===== src/rtl/sisc_pkg.sv =====
// Shared widths, reset fetch address and fetch FSM encoding for the fetch stage.
package sisc_pkg;

   localparam int ADDR_W     = 16;
   localparam int INSTR_W    = 32;
   localparam int ENTRY_W    = ADDR_W + INSTR_W;
   localparam int FIFO_DEPTH = 2;

   localparam logic [ADDR_W-1:0] RESET_PC = 16'h0000;

   typedef enum logic {
      ST_RUN  = 1'b0,
      ST_HALT = 1'b1
   } fetch_state_t;

   // A buffer entry carries the word address in the upper bits and the instruction below it.
   function automatic logic [ENTRY_W-1:0] pack_entry(input logic [ADDR_W-1:0] pc,
                                                     input logic [INSTR_W-1:0] word);
      return {pc, word};
   endfunction

endpackage


===== src/rtl/ifetch_fifo.sv =====
// Small synchronous FIFO holding prefetched {pc, instruction} entries.
// Storage is plain flops so the head is visible in the cycle after a push.
module ifetch_fifo
   import sisc_pkg::*;
#(
   parameter int WIDTH = ENTRY_W,
   parameter int DEPTH = FIFO_DEPTH,
   localparam int CNT_W = $clog2(DEPTH + 1),
   localparam int PTR_W = (DEPTH > 1) ? $clog2(DEPTH) : 1
) (
   input  logic             clk,
   input  logic             rst,
   input  logic             push,
   input  logic             pop,
   input  logic             clear,
   input  logic [WIDTH-1:0] din,
   output logic [WIDTH-1:0] dout,
   output logic             full,
   output logic             empty,
   output logic [CNT_W-1:0] count
);

   logic [PTR_W-1:0] r_wr_ptr;
   logic [PTR_W-1:0] r_rd_ptr;
   logic [CNT_W-1:0] r_count;
   logic [WIDTH-1:0] w_entries [DEPTH];
   logic             w_do_pop;
   logic             w_do_push;

   // A pop frees a slot in the same cycle, so a full FIFO can still accept a push alongside it.
   assign w_do_pop  = pop && !empty;
   assign w_do_push = push && (!full || w_do_pop);

   genvar gi;
   generate
      for (gi = 0; gi < DEPTH; gi++) begin : g_entry
         logic [WIDTH-1:0] r_data;

         // Capture incoming data when this slot is the write target.
         always_ff @(posedge clk) begin
            if (w_do_push && (r_wr_ptr == PTR_W'(gi))) begin
               r_data <= din;
            end
         end

         assign w_entries[gi] = r_data;
      end
   endgenerate

   // Pointer and occupancy bookkeeping; clear behaves like a reset of the bookkeeping only.
   always_ff @(posedge clk) begin
      if (rst || clear) begin
         r_wr_ptr <= '0;
         r_rd_ptr <= '0;
         r_count  <= '0;
      end else begin
         if (w_do_push) begin
            r_wr_ptr <= (r_wr_ptr == PTR_W'(DEPTH - 1)) ? '0 : r_wr_ptr + PTR_W'(1);
         end
         if (w_do_pop) begin
            r_rd_ptr <= (r_rd_ptr == PTR_W'(DEPTH - 1)) ? '0 : r_rd_ptr + PTR_W'(1);
         end
         case ({w_do_push, w_do_pop})
            2'b10:   r_count <= r_count + CNT_W'(1);
            2'b01:   r_count <= r_count - CNT_W'(1);
            default: r_count <= r_count;
         endcase
      end
   end

   assign dout  = w_entries[r_rd_ptr];
   assign count = r_count;
   assign full  = (r_count == CNT_W'(DEPTH));
   assign empty = (r_count == '0);

endmodule


===== src/rtl/ifetch_ctrl.sv =====
// Instruction fetch controller: walks fetch_pc through instruction memory,
// buffers fetched words in a 2-entry prefetch FIFO, and handles redirects and halt.
module ifetch_ctrl
   import sisc_pkg::*;
#(
   parameter logic [ADDR_W-1:0] RESET_PC = sisc_pkg::RESET_PC,
   parameter int                DEPTH    = FIFO_DEPTH
) (
   input  logic               clk,
   input  logic               rst,
   output logic [ADDR_W-1:0]  im_addr,
   input  logic [INSTR_W-1:0] im_data,
   output logic [INSTR_W-1:0] instr,
   output logic [ADDR_W-1:0]  instr_pc,
   output logic               instr_valid,
   input  logic               instr_ready,
   input  logic               br_taken,
   input  logic [ADDR_W-1:0]  br_target,
   input  logic               halt,
   output logic               halted
);

   localparam int CNT_W = $clog2(DEPTH + 1);

   fetch_state_t       r_state;
   fetch_state_t       w_state_next;
   logic [ADDR_W-1:0]  r_fetch_pc;
   logic [ADDR_W-1:0]  w_fetch_pc_next;
   logic               w_push;
   logic               w_pop;
   logic               w_full;
   logic               w_empty;
   logic [CNT_W-1:0]   w_count;
   logic [ENTRY_W-1:0] w_head;
   logic [ENTRY_W-1:0] w_push_entry;

   // Memory answers in the same cycle, so the address comes straight off the register.
   assign im_addr      = r_fetch_pc;
   assign w_pop        = instr_valid && instr_ready;
   assign w_push_entry = pack_entry(r_fetch_pc, im_data);

   // Fetch FSM state register.
   always_ff @(posedge clk) begin
      if (rst) begin
         r_state <= ST_RUN;
      end else begin
         r_state <= w_state_next;
      end
   end

   // Next state follows the halt level; a redirect overrides any push and reloads the fetch address.
   always_comb begin
      w_state_next    = r_state;
      w_push          = 1'b0;
      w_fetch_pc_next = r_fetch_pc;

      case (r_state)
         ST_RUN:  if (halt)  w_state_next = ST_HALT;
         ST_HALT: if (!halt) w_state_next = ST_RUN;
         default: w_state_next = ST_RUN;
      endcase

      if (br_taken) begin
         w_fetch_pc_next = br_target;
      end else if ((r_state == ST_RUN) && (!w_full || w_pop)) begin
         w_push          = 1'b1;
         w_fetch_pc_next = r_fetch_pc + ADDR_W'(1);   // wraps FFFF -> 0000 silently
      end
   end

   // Fetch address register.
   always_ff @(posedge clk) begin
      if (rst) begin
         r_fetch_pc <= RESET_PC;
      end else begin
         r_fetch_pc <= w_fetch_pc_next;
      end
   end

   // A head popped in the redirect cycle is simply lost in the clear, which is the intended behaviour.
   ifetch_fifo #(
      .WIDTH (ENTRY_W),
      .DEPTH (DEPTH)
   ) u_fifo (
      .clk   (clk),
      .rst   (rst),
      .push  (w_push),
      .pop   (w_pop),
      .clear (br_taken),
      .din   (w_push_entry),
      .dout  (w_head),
      .full  (w_full),
      .empty (w_empty),
      .count (w_count)
   );

   // Outputs depend only on flops, never on this cycle's inputs.
   assign instr_valid = (w_count != '0);
   assign instr       = w_empty ? '0 : w_head[INSTR_W-1:0];
   assign instr_pc    = w_empty ? '0 : w_head[ENTRY_W-1:INSTR_W];
   assign halted      = (r_state == ST_HALT);

endmodule

===== config.mk =====
export PLATFORM = sky130hd
export DESIGN_NAME = ifetch_ctrl
export DESIGN_NICKNAME = d
export VERILOG_FILES = /design/src/rtl/sisc_pkg.sv /design/src/rtl/ifetch_fifo.sv /design/src/rtl/ifetch_ctrl.sv
export SDC_FILE = /design/constraint.sdc
export NUM_CORES = 1
export LEC_CHECK = 0
export BUFFER_PORTS_ARGS = -buffer_cell sky130_fd_sc_hd__buf_2
export CORE_UTILIZATION = 53
export DETAILED_ROUTE_END_ITERATION = 7
export GPL_TIMING_DRIVEN = 0
export HOLD_SLACK_MARGIN = 0.12
export PLACE_DENSITY = 0.79
export SETUP_SLACK_MARGIN = 0.4
export SYNTH_ARGS = -nofsm -noshare
export SYNTH_HDL_FRONTEND = slang
export SYNTH_HIERARCHICAL = 1
export SYNTH_SLANG_ARGS = --single-unit

===== constraint.sdc =====
create_clock -name clk -period 6.6 [get_ports clk]
set_clock_uncertainty 0.05 [all_clocks]
set_input_delay 1.98 -clock clk [delete_from_list [all_inputs] [get_ports clk]]
set_output_delay 1.98 -clock clk [all_outputs]
set_load 0.1 [all_outputs]

**Word level (Yosys, flattened, before mapping)**

Cells that the tools add are included.

- Register bits after elaboration: 117
- Bits of input ports: 53
- Output and inout bits: 66
- Logic and storage cells: 47

- Add/subtract/negate cells: 5
- $lt $le $gt $ge: 1
- Equal/unequal tests: 3
- Muxes and demuxes: 13
- Bitwise logic cells: 3
- Reduce and logical (&&, ||, !) cells: 15

Operators by type and width:

| cell | number |
|---|---|
| $mux W48 | 3 |
| $mux W16 | 3 |
| $mux W32 | 1 |
| $add A16 B1 Y16 const B | 1 |
| $logic_and A1 B1 Y1 | 6 |
| $reduce_bool A2 Y1 | 3 |
| $mux W1 | 5 |
| $eq A2 B2 Y1 const B | 2 |
| $pmux W2 S2 | 1 |
| $logic_or A1 B1 Y1 | 3 |
| $add A1 B1 Y1 const B | 2 |
| $add A2 B1 Y2 const B | 1 |
| $eq A2 B1 Y1 const B | 1 |
| $ge A2 B2 Y1 const B | 1 |
| $logic_not A1 Y1 | 2 |
| $logic_not A2 Y1 | 1 |
| $not A1 Y1 | 2 |
| $not A1 Y2 | 1 |
| $sub A2 B1 Y2 const B | 1 |

**Depth between registers and ports, before layout**

Gate-level depths: netlist of run 1.

- Word-level depth: 9
- Gate-level depth with buffers: 8
- Mapped depth without buffers: 7

**Modules after synthesis**

Netlist of run 1, hierarchy kept.

By module, submodules not included:

| module | instances | cells an instance | area an instance (sq um) | seq. area each (sq um) |
|---|---|---|---|---|
| ifetch_fifo | 1 | 178 | 3727.3 | 2962.8 |
| ifetch_ctrl | 1 | 167 | 1303.8 | 340.3 |

**Worst setup path before layout of run 1**

Ideal clock, no wire load.

- Path type: input port to flip-flop
- Start point: input instr_ready
- End point: register u_fifo.g_entry[0].r_data[0] (enable)
- Library setup time: 0.454 ns
- Arrival: 4.784 ns
- Data required time: 6.096 ns
- Setup slack: 1.312 ns
- Stages on the path: 5
- Buffers on the path: 0
- Cell sequence: o21ai_4 -> a21oi_1 -> and2_1 -> o21ai_2 -> nor2_1

- Word-level cells in the longest chain between the ends: 7
- Elaborated cells on any way between the ends: 9
- Classes of those cells: mux: 2; reduce/logical: 7

RTL lines:

| what | RTL line | RTL |
|---|---|---|
| start: declaration | ifetch_ctrl.sv:16 | `input logic instr_ready,` |
| $logic_and A1 B1 Y1 | ifetch_ctrl.sv:39 | `assign w_pop = instr_valid && instr_ready;` |
| $logic_or A1 B1 Y1 | ifetch_ctrl.sv:65 | `end else if ((r_state == ST_RUN) && (!w_full \|\| w_pop)) begin` |
| $logic_and A1 B1 Y1 | ifetch_ctrl.sv:65 |  |
| $mux W1 | ifetch_ctrl.sv:65 |  |
| $mux W1 | ifetch_ctrl.sv:63 | `if (br_taken) begin` |
| named net w_push | ifetch_ctrl.sv:29 | `logic w_push;` |
| $logic_and A1 B1 Y1 | ifetch_fifo.sv:32 | `assign w_do_push = push && (!full \|\| w_do_pop);` |
| $logic_and A1 B1 Y1 | ifetch_fifo.sv:41 | `if (w_do_push && (r_wr_ptr == PTR_W'(gi))) begin` |
| end signal: assignment | ifetch_fifo.sv:42 | `r_data <= din;` |
| end: declaration | ifetch_fifo.sv:37 | `logic [WIDTH-1:0] r_data;` |

The timed path passes the listed nets, and every way through them passes these cells.
A chain may end at the register's enable or synchronous reset.

**Final worst setup path of run 1**

- Start point: register u_fifo.r_count[1] (netlist: u_fifo/count[1])
- End point: output instr_pc[2]

- Word-level cells in the longest chain between the ends: 2

RTL lines:

| what | RTL line | RTL |
|---|---|---|
| start: declaration | ifetch_fifo.sv:25 | `logic [CNT_W-1:0] r_count;` |
| start signal: assignment | ifetch_fifo.sv:64 | `2'b10: r_count <= r_count + CNT_W'(1);` |
| start signal: assignment | ifetch_fifo.sv:65 | `2'b01: r_count <= r_count - CNT_W'(1);` |
| start signal: assignment | ifetch_fifo.sv:66 | `default: r_count <= r_count;` |
| $logic_not A2 Y1 | ifetch_fifo.sv:74 | `assign empty = (r_count == '0);` |
| named net w_empty | ifetch_ctrl.sv:32 | `logic w_empty;` |
| $mux W16 | ifetch_ctrl.sv:100 | `assign instr_pc = w_empty ? '0 : w_head[ENTRY_W-1:INSTR_W];` |
| end: declaration | ifetch_ctrl.sv:14 | `output logic [ADDR_W-1:0] instr_pc,` |

The timed path passes the listed nets, and every way through them passes these cells.

==> metrics.log, run 1 <==
[metrics] die extent in y: 99.43 um
[metrics] via count: 3251
[metrics] Syn Nets: 399
[metrics] sequential cell area fraction in the yosys report: 65.66%
[metrics] area delta synth->final: 27.58%
[metrics] ranking of synthesized cells by area: edfxtp_1 57%, mux2_2 8.5%, dfxtp_1 8.4%
[metrics] count of flip-flops with a built-in enable after synthesis: 96
[metrics] upper clock frequency limit: 0.2179 GHz
[metrics] outcome: completed
[metrics] number of buffers inserted by port buffering: 118
[metrics] root buffer selected by CTS: clkbuf_8
[metrics] setup-violating endpoint count in the final report: 0
[metrics] vias per cell: 5.347
[metrics] Synthesis Warnings: 6
[metrics] mux share of post-synthesis cell area: 12.19%
[metrics] relative slew slack: 55.49%
[metrics] number of remaining DRC errors: 0
[metrics] area share of the leading cell type in the synthesized netlist: 57.30%
[metrics] Worst Hold Path Cells: 0
[metrics] fraction of the mapped netlist area in compound gates: 6.541%
[metrics] initial antenna violation count: 0
[metrics] type of the worst setup path: flip-flop to output port
[metrics] setup TNS: 0 ps
[metrics] share of final-layout standard cells stronger than drive strength 1: 43.66%
[metrics] xor/xnor share of the synthesized area: 1.567%
[metrics] cells after synthesis: 345
[metrics] IR Drop Worst-Case VDD: 0.0002153 V
[metrics] H-tree levels: 4
[metrics] drt first-iter violations: 108
[metrics] adder-cell share of the synthesized area: 0.2487%
[metrics] GRT Overall Usage: 20.71%
[metrics] drt wl/cell: 16.14 um
[metrics] pre-CTS setup slack: 2221 ps
[metrics] die outline area: 9886 sq um
[metrics] share of the cycle needed by the critical path after routing: 69.54%
[metrics] number of distinct library cells after synthesis: 48
[metrics] largest family of logic cells by synthesized area: multiplexers
[metrics] maximum fanout encountered on the critical timing path: 10
[metrics] cell type with the highest aggregate area in the netlist: edfxtp_1
[metrics] critical path data required time: 4570 ps
[metrics] global-route wire length before repair: 15340 um
[metrics] type of origin of the critical path: flip-flop
[metrics] Mapped Area: 5031 sq um
[metrics] Row Count: 35
[metrics] first-pass iteration count of the detailed router: 4
[metrics] RR Endpoint: u_fifo/g_entry[1].r_data[2]
[metrics] starting utilization of the core area: 54.71%
[metrics] filler cell count: 647
[metrics] pwr/cell area: 312.5 nW/um^2
[metrics] max-slew violation total from the final report: 0
[metrics] RR Startpoint: u_fifo/count[0]
[metrics] unrepaired setup endpoints after global routing: no
[metrics] core area: 9196 sq um
[metrics] RePlAce Congestion: 0.8958
[metrics] share of synthesized cell area in and, or, nand and nor gates: 11.12%
[metrics] half-perimeter wire length after placement: 6712 um
[metrics] GRT Residual Overflow: 0
[metrics] startpoint of the lowest-slack hold path: im_addr[14]
[metrics] Worst Tran Pin Value: 666.1 ps
[metrics] post-synthesis average cell area: 14.58 sq um
[metrics] final hold viol count: 0
[metrics] Post-Route WL: 9813 um
[metrics] die span in x: 99.43 um
[metrics] CP Data Arrival Time: 2560 ps
[metrics] async set-reset flop share out of synthesis: 0%
[metrics] TritonCTS clock tree: built
[metrics] depth of the worst register-to-register path: 8
[metrics] setup slack, reg-to-reg: 3600 ps
[metrics] setup bufs post-CTS: 0
[metrics] insertion delay of the later-clocked pin in the worst-skew pair: 510 ps
[metrics] Synth Flop Type: edfxtp_1
[metrics] number of violations of the max-capacitance limit: 0
[metrics] Resized cells post-CTS: 0
[metrics] endpoint class of the critical path: output port
[metrics] flops & latches, synth: 117
[metrics] leakage power of the design: 0.002521 uW
[metrics] most frequent cell after synthesis: edfxtp_1
[metrics] smallest setup slack after layout: 2011 ps
[metrics] utilization after layout: 69.80%
[metrics] kind of path behind the tightest hold check: flip-flop to flip-flop
[metrics] total clock buffers created by CTS: 17
[metrics] largest net degree at the start of global routing: 30
[metrics] vias in the first global route: 3212
[metrics] number of top-level pins: 119
[metrics] Post-CTS Hold Buffers: 0
[metrics] final antenna diode count: 0
[metrics] most common library cells after synthesis: 96 x edfxtp_1, 50 x nor2b_1, 38 x mux2_2
[metrics] clock period minus final worst setup slack: 4589 ps
[metrics] count of nets left with antenna violations after detail routing: 0
[metrics] CTS max path bufs: 2
[metrics] Min-Delay Endpoint: u_fifo/g_entry[0].r_data[46]
[metrics] clock-pin slew reported for the worst setup and hold paths after clock tree synthesis: 60 ps
[metrics] count of clock tree sinks: 117
[metrics] Total Nets Final: 538
## kinds of logic after synthesis
logic type | count (synthesis)
fa+ha+maj | 1
buf+inv | 29
xor+xnor | 9
simple gates | 95
compound gates | 43
flops | 117
mux | 51
## where the power goes
group / total [uW] / switching [uW] / internal (uW)
Clock: 897 / 326 / 571
Combinational: 250 / 188 / 61.9
Sequential: 859 / 21.1 / 838
Total: 2010 / 535 / 1470
## flip-flops by register name (all words and copies together), names as in the netlist
| signal | count |
|---|---|
| halted | 1 |
| im_addr | 16 |
| u_fifo/count | 2 |
| u_fifo/r_rd_ptr | 1 |
| u_fifo/r_wr_ptr | 1 |
| u_fifo/g_entry.r_data | 96 |
## layer usage
metal / wire length [um] / part of all wire [%] / vias to the layer above / track usage (%)
met5: 0 / 0 / - / 0
li1: - / - / 1568 / -
met2: 4938 / 50 / 125 / 36.00
met3: 608 / 6.2 / 10 / 5.622
met4: 80 / 0.82 / 0 / 6.561
met1: 4185 / 43 / 1548 / 25.17
## cells in the final DEF (no fill, tap or decap), types with 2 or more instances in the layout
master and n:
a311oi_1 5, a21oi_1 8, mux2_2 38, inv_1 11
dfxtp_1 21, o31ai_1 3, nor2_4 2, a2111oi_0 2
edfxtp_1 96, clkbuf_16 19, or2_2 2, mux2i_1 2
nand2_1 4, buf_12 2, mux2_4 11, buf_6 3
nor2b_1 50, a21o_1 2, xor2_1 2, clkbuf_1 12
o21ai_0 2, inv_6 2, a211oi_1 11, clkinv_4 5
nand4_1 2, nor2_1 18, xnor2_1 7, or4_1 3
nand3_1 3, buf_2 121
## cell type report
class	instances	area, sq um	share of cell area [%]
flip-flops and latches	117	3303	51.46
plain buffers	17	90.09	1.404
well taps	111	138.9	2.164
multi-input cells	199	1608	25.05
clock buffers	21	493.0	7.680
inverters	12	45.04	0.7018
repair buffers	120	630.6	9.825
clock inverters	11	110.1	1.715
## how the worst max path moves through the flow
stage	from	end	cells past startpoint
2_1_floorplan	instr_ready	u_fifo/g_entry[0].r_data[0]	5
3_3_place_gp	br_taken	u_fifo/g_entry[0].r_data[20]	6
3_5_place_dp	br_taken	u_fifo/g_entry[0].r_data[20]	7
5_1_grt	u_fifo/count[1]	instr_pc[2]	5
4_1_cts	u_fifo/count[1]	instr_pc[2]	5
6_report	u_fifo/count[1]	instr_pc[2]	5
## critical path: stages (launching register included)
cell and delay (ps):
dfxtp_1 420, nor2_1 300, clkbuf_1 450, clkbuf_1 440, nor2b_1 120, buf_2 320
## metrics by stage
step | hold slack (ps) | total power (uW) | std cells | cell area [sq um]
floorplan | 500.1 | 1065 | 345 | 5031
detailed placement | 463.6 | 1125 | 576 | 5816
finish | 484.8 | 2006 | 608 | 6419
global placement | 439.1 | 1116 | 574 | 5761
global route | 501.0 | 2070 | 608 | 6419
CTS | 482.6 | 2020 | 608 | 6419
Note: power is estimated with default switching activity, not from simulation.
==> inputs of run 2 (changes only) <==
--- a/config.mk
+++ b/config.mk
@@ -5,12 +5,13 @@
 export SDC_FILE = /design/constraint.sdc
 export NUM_CORES = 1
 export LEC_CHECK = 0
+export ABC_AREA = 1
 export BUFFER_PORTS_ARGS = -buffer_cell sky130_fd_sc_hd__buf_2
-export CORE_UTILIZATION = 53
+export CORE_UTILIZATION = 49
 export DETAILED_ROUTE_END_ITERATION = 7
 export GPL_TIMING_DRIVEN = 0
 export HOLD_SLACK_MARGIN = 0.12
-export PLACE_DENSITY = 0.79
+export PLACE_DENSITY = 0.76
 export SETUP_SLACK_MARGIN = 0.4
 export SYNTH_ARGS = -nofsm -noshare
 export SYNTH_HDL_FRONTEND = slang
==> constraint.sdc (replaced) <==
create_clock -name clk -period 4 [get_ports clk]
set_clock_uncertainty 0.05 [all_clocks]
set_input_delay 1.2 -clock clk [delete_from_list [all_inputs] [get_ports clk]]
set_output_delay 1.2 -clock clk [all_outputs]
set_load 0.1 [all_outputs]
==> metrics.log, run 2 <==
[metrics] critical path data required time: 2750 ps
[metrics] internal power contribution: 2483 uW
[metrics] H-tree levels: 4
[metrics] Worst Tran Pin Value: 755.6 ps
[metrics] unrepaired setup endpoints after global routing: no
[metrics] vias in the first global route: 3879
[metrics] outcome: completed
[metrics] count of clock tree sinks: 117
[metrics] die extent in y: 106.8 um
[metrics] upper clock frequency limit: 0.2887 GHz
[metrics] utilization after layout: 65.71%
[metrics] depth of the worst register-to-register path: 9
[metrics] clock period minus final worst setup slack: 3464 ps
[metrics] series of cell instances along the critical path: inv_1 -> nand2_1 -> inv_1 -> buf_2 -> clkbuf_2 -> nor2_1 -> clkbuf_4
[metrics] sequential cell area fraction in the yosys report: 61.40%
[metrics] final hold viol count: 0
[metrics] leakage power of the design: 0.003235 uW
[metrics] area share of the leading cell type in the synthesized netlist: 53.58%
[metrics] Placed Cells incl. Taps: 854
[metrics] die outline area: 11400 sq um
[metrics] sum of internal, switching and leakage power: 3384 uW
[metrics] GRT Residual Overflow: 0
[metrics] CP Data Arrival Time: 2210 ps
[metrics] switching part of the total power: 26.64%
[metrics] non-filler cells, final: 886
[metrics] initial antenna violation count: 0
[metrics] number of remaining DRC errors: 0
[metrics] net switching component of the power: 901.4 uW
[metrics] leading cell type in the layout, fill and taps excluded: nand2_1
[metrics] vias per cell: 4.781
[metrics] flops & latches, synth: 117
[metrics] maximum fanout encountered on the critical timing path: 10
[metrics] TritonCTS clock tree: built
[metrics] cells after synthesis: 598
[metrics] cell type with the highest aggregate area in the netlist: edfxtp_1
[metrics] Syn Nets: 652
[metrics] setup TNS: 0 ps
[metrics] root buffer selected by CTS: clkbuf_8
[metrics] clock-pin slew reported for the worst setup and hold paths after clock tree synthesis: 60 ps
[metrics] largest net degree at the start of global routing: 27
[metrics] async set-reset flop share out of synthesis: 0%
[metrics] area delta synth->final: 27.79%
[metrics] setup-violating endpoint count in the final report: 0
[metrics] number of buffers inserted by port buffering: 118
[metrics] post-synthesis average cell area: 8.997 sq um
[metrics] part of the power in the clock network: 46.1%
[metrics] first-pass iteration count of the detailed router: 5
[metrics] Synth Flop Type: edfxtp_1
[metrics] half-perimeter wire length after placement: 7885 um
[metrics] count of nets left with antenna violations after detail routing: 0
[metrics] most frequent cell after synthesis: nand2_1
[metrics] pwr/cell area: 492.2 nW/um^2
[metrics] core area: 10460 sq um
[metrics] share of the cycle needed by the critical path after routing: 86.59%
[metrics] max-slew violation total from the final report: 0
[metrics] number of distinct library cells after synthesis: 28
[metrics] setup slack, reg-to-reg: 1520 ps
[metrics] register with the highest flop count: u_fifo/g_entry.r_data
[metrics] endpoint class of the critical path: output port
[metrics] Post-Route WL: 11520 um
[metrics] Synthesis Warnings: 6
[metrics] number of violations of the max-capacitance limit: 0
[metrics] IR Drop Worst-Case VDD: 0.0003254 V
[metrics] starting utilization of the core area: 51.42%
[metrics] pre-CTS setup slack: 805.1 ps
[metrics] type of the worst setup path: flip-flop to output port
[metrics] most common library cells after synthesis: 217 x nand2_1, 96 x edfxtp_1, 87 x inv_1
[metrics] number of top-level pins: 119
[metrics] most common cell type on the critical path: inv_1
[metrics] drt wl/cell: 13.00 um
[metrics] insertion delay of the later-clocked pin in the worst-skew pair: 520 ps
[metrics] via count: 4236
[metrics] drt first-iter violations: 288
[metrics] longest individual stage delay on the worst path: 430 ps
[metrics] number of flip-flops under the largest register name: 96
[metrics] type of origin of the critical path: flip-flop
[metrics] Mapped Area: 5380 sq um
[metrics] smallest setup slack after layout: 536.4 ps
[metrics] count of flip-flops with a built-in enable after synthesis: 96
[metrics] share of final-layout standard cells stronger than drive strength 1: 25.87%
[metrics] most frequent cells in the layout: 217 x nand2_1, 107 x buf_2, 96 x edfxtp_1
[metrics] Worst path slowest cell: dfxtp_1
[metrics] GRT Overall Usage: 21.22%
[metrics] setup bufs post-CTS: 0
[metrics] CTS max path bufs: 2
[metrics] Worst Hold Path Cells: 2
[metrics] RePlAce Congestion: 0.8773
[metrics] Row Count: 37
[metrics] fraction of power consumed by sequential logic: 41.7%
[metrics] kind of path behind the tightest hold check: flip-flop to flip-flop
[metrics] final antenna diode count: 0
[metrics] global-route wire length before repair: 18200 um
[metrics] die span in x: 106.8 um
[metrics] Total Nets Final: 791
[metrics] combinational share of power: 12.2%
[metrics] relative slew slack: 49.51%
[metrics] ranking of synthesized cells by area: edfxtp_1 54%, nand2_1 15%, dfxtp_1 7.8%
[metrics] total clock buffers created by CTS: 17
[run 2: changes by cell type after synthesis, moves of 6 or more]
cell | before | now
nand2_1 | 4 | 217
inv_1 | 11 | 87
nor2_1 | 20 | 70
nor2b_1 | 50 | 0
mux2_2 | 38 | 0
nand3_1 | 3 | 23
a211oi_1 | 11 | 0
mux2_4 | 11 | 0
a21oi_1 | 8 | 15
buf_2 | 3 | 9
nand2_2 | 0 | 6
[run 2: power by group through the flow]
stage | clock network (uW) | registers, uW | logic, uW
floorplan | 0 | 1500 | 241
global placement | 0 | 1430 | 393
detailed placement | 0 | 1440 | 407
CTS | 1580 | 1410 | 410
global route | 1630 | 1420 | 438
finish | 1560 | 1410 | 411
[run 2: area by class of cell]
cell class              instances  area, sq um
well taps                     136        170.2
flip-flops and latches        117         3304
repair buffers                120        688.2
clock inverters                15        206.4
plain buffers                  20        116.4
clock buffers                  17        414.1
inverters                      92        345.3
fillers                       846         3587
multi-input cells             369         1630
[run 2: kinds of logic after synthesis]
| group | share of synthesized area [%] |
|---|---|
| and+or+nand+nor | 26.28 |
| DFF | 61.40 |
| buffers and inverters | 8.535 |
| AOI/OAI and AO/OA | 2.582 |
| xor gates and xnor gates | 0.9767 |
| adders and majority gates | 0.2325 |
[run 2: through the flow]
step | hold WS, ps | area (sq um)
finish | 497.8 | 6875
global route | 516.1 | 6875
CTS | 516.0 | 6837
detailed placement | 505.2 | 6193
global placement | 471.2 | 6143
floorplan | 460.7 | 5383
[run 2: final timing paths]
kind                   startpoint                           to
setup / recovery  u_fifo/count[1]                 instr_pc[14]
hold / removal    u_fifo/count[0]              u_fifo/count[0]
setup reg to reg  u_fifo/count[1]  u_fifo/g_entry[1].r_data[7]
hold reg to reg   u_fifo/count[0]              u_fifo/count[0]
[run 2: repair_timing]
item / in CTS / in global routing
endpoints found under the setup margin: 9 / 20
resized for setup: 9 / 19
cloned: 0 / 0
pin swaps: 0 / 0
hold buffers: 0 / 0
[run 2: routing by layer]
metal  wire length [um]  up-vias  track usage (%)
met1               5074     1912            26.74
met2               5577      151            34.61
li1                   -     2156                -
met4                195        0            7.339
met3                669       17            6.626
met5                  0        -                0
[run 2: worst max-delay path: cells and delay by family, from the launching register on]
| family | cells | cell delay [ps] |
|---|---|---|
| buffers and inverters | 5 | 940 |
| DFF | 1 | 430 |
| and+or+nand+nor | 2 | 310 |
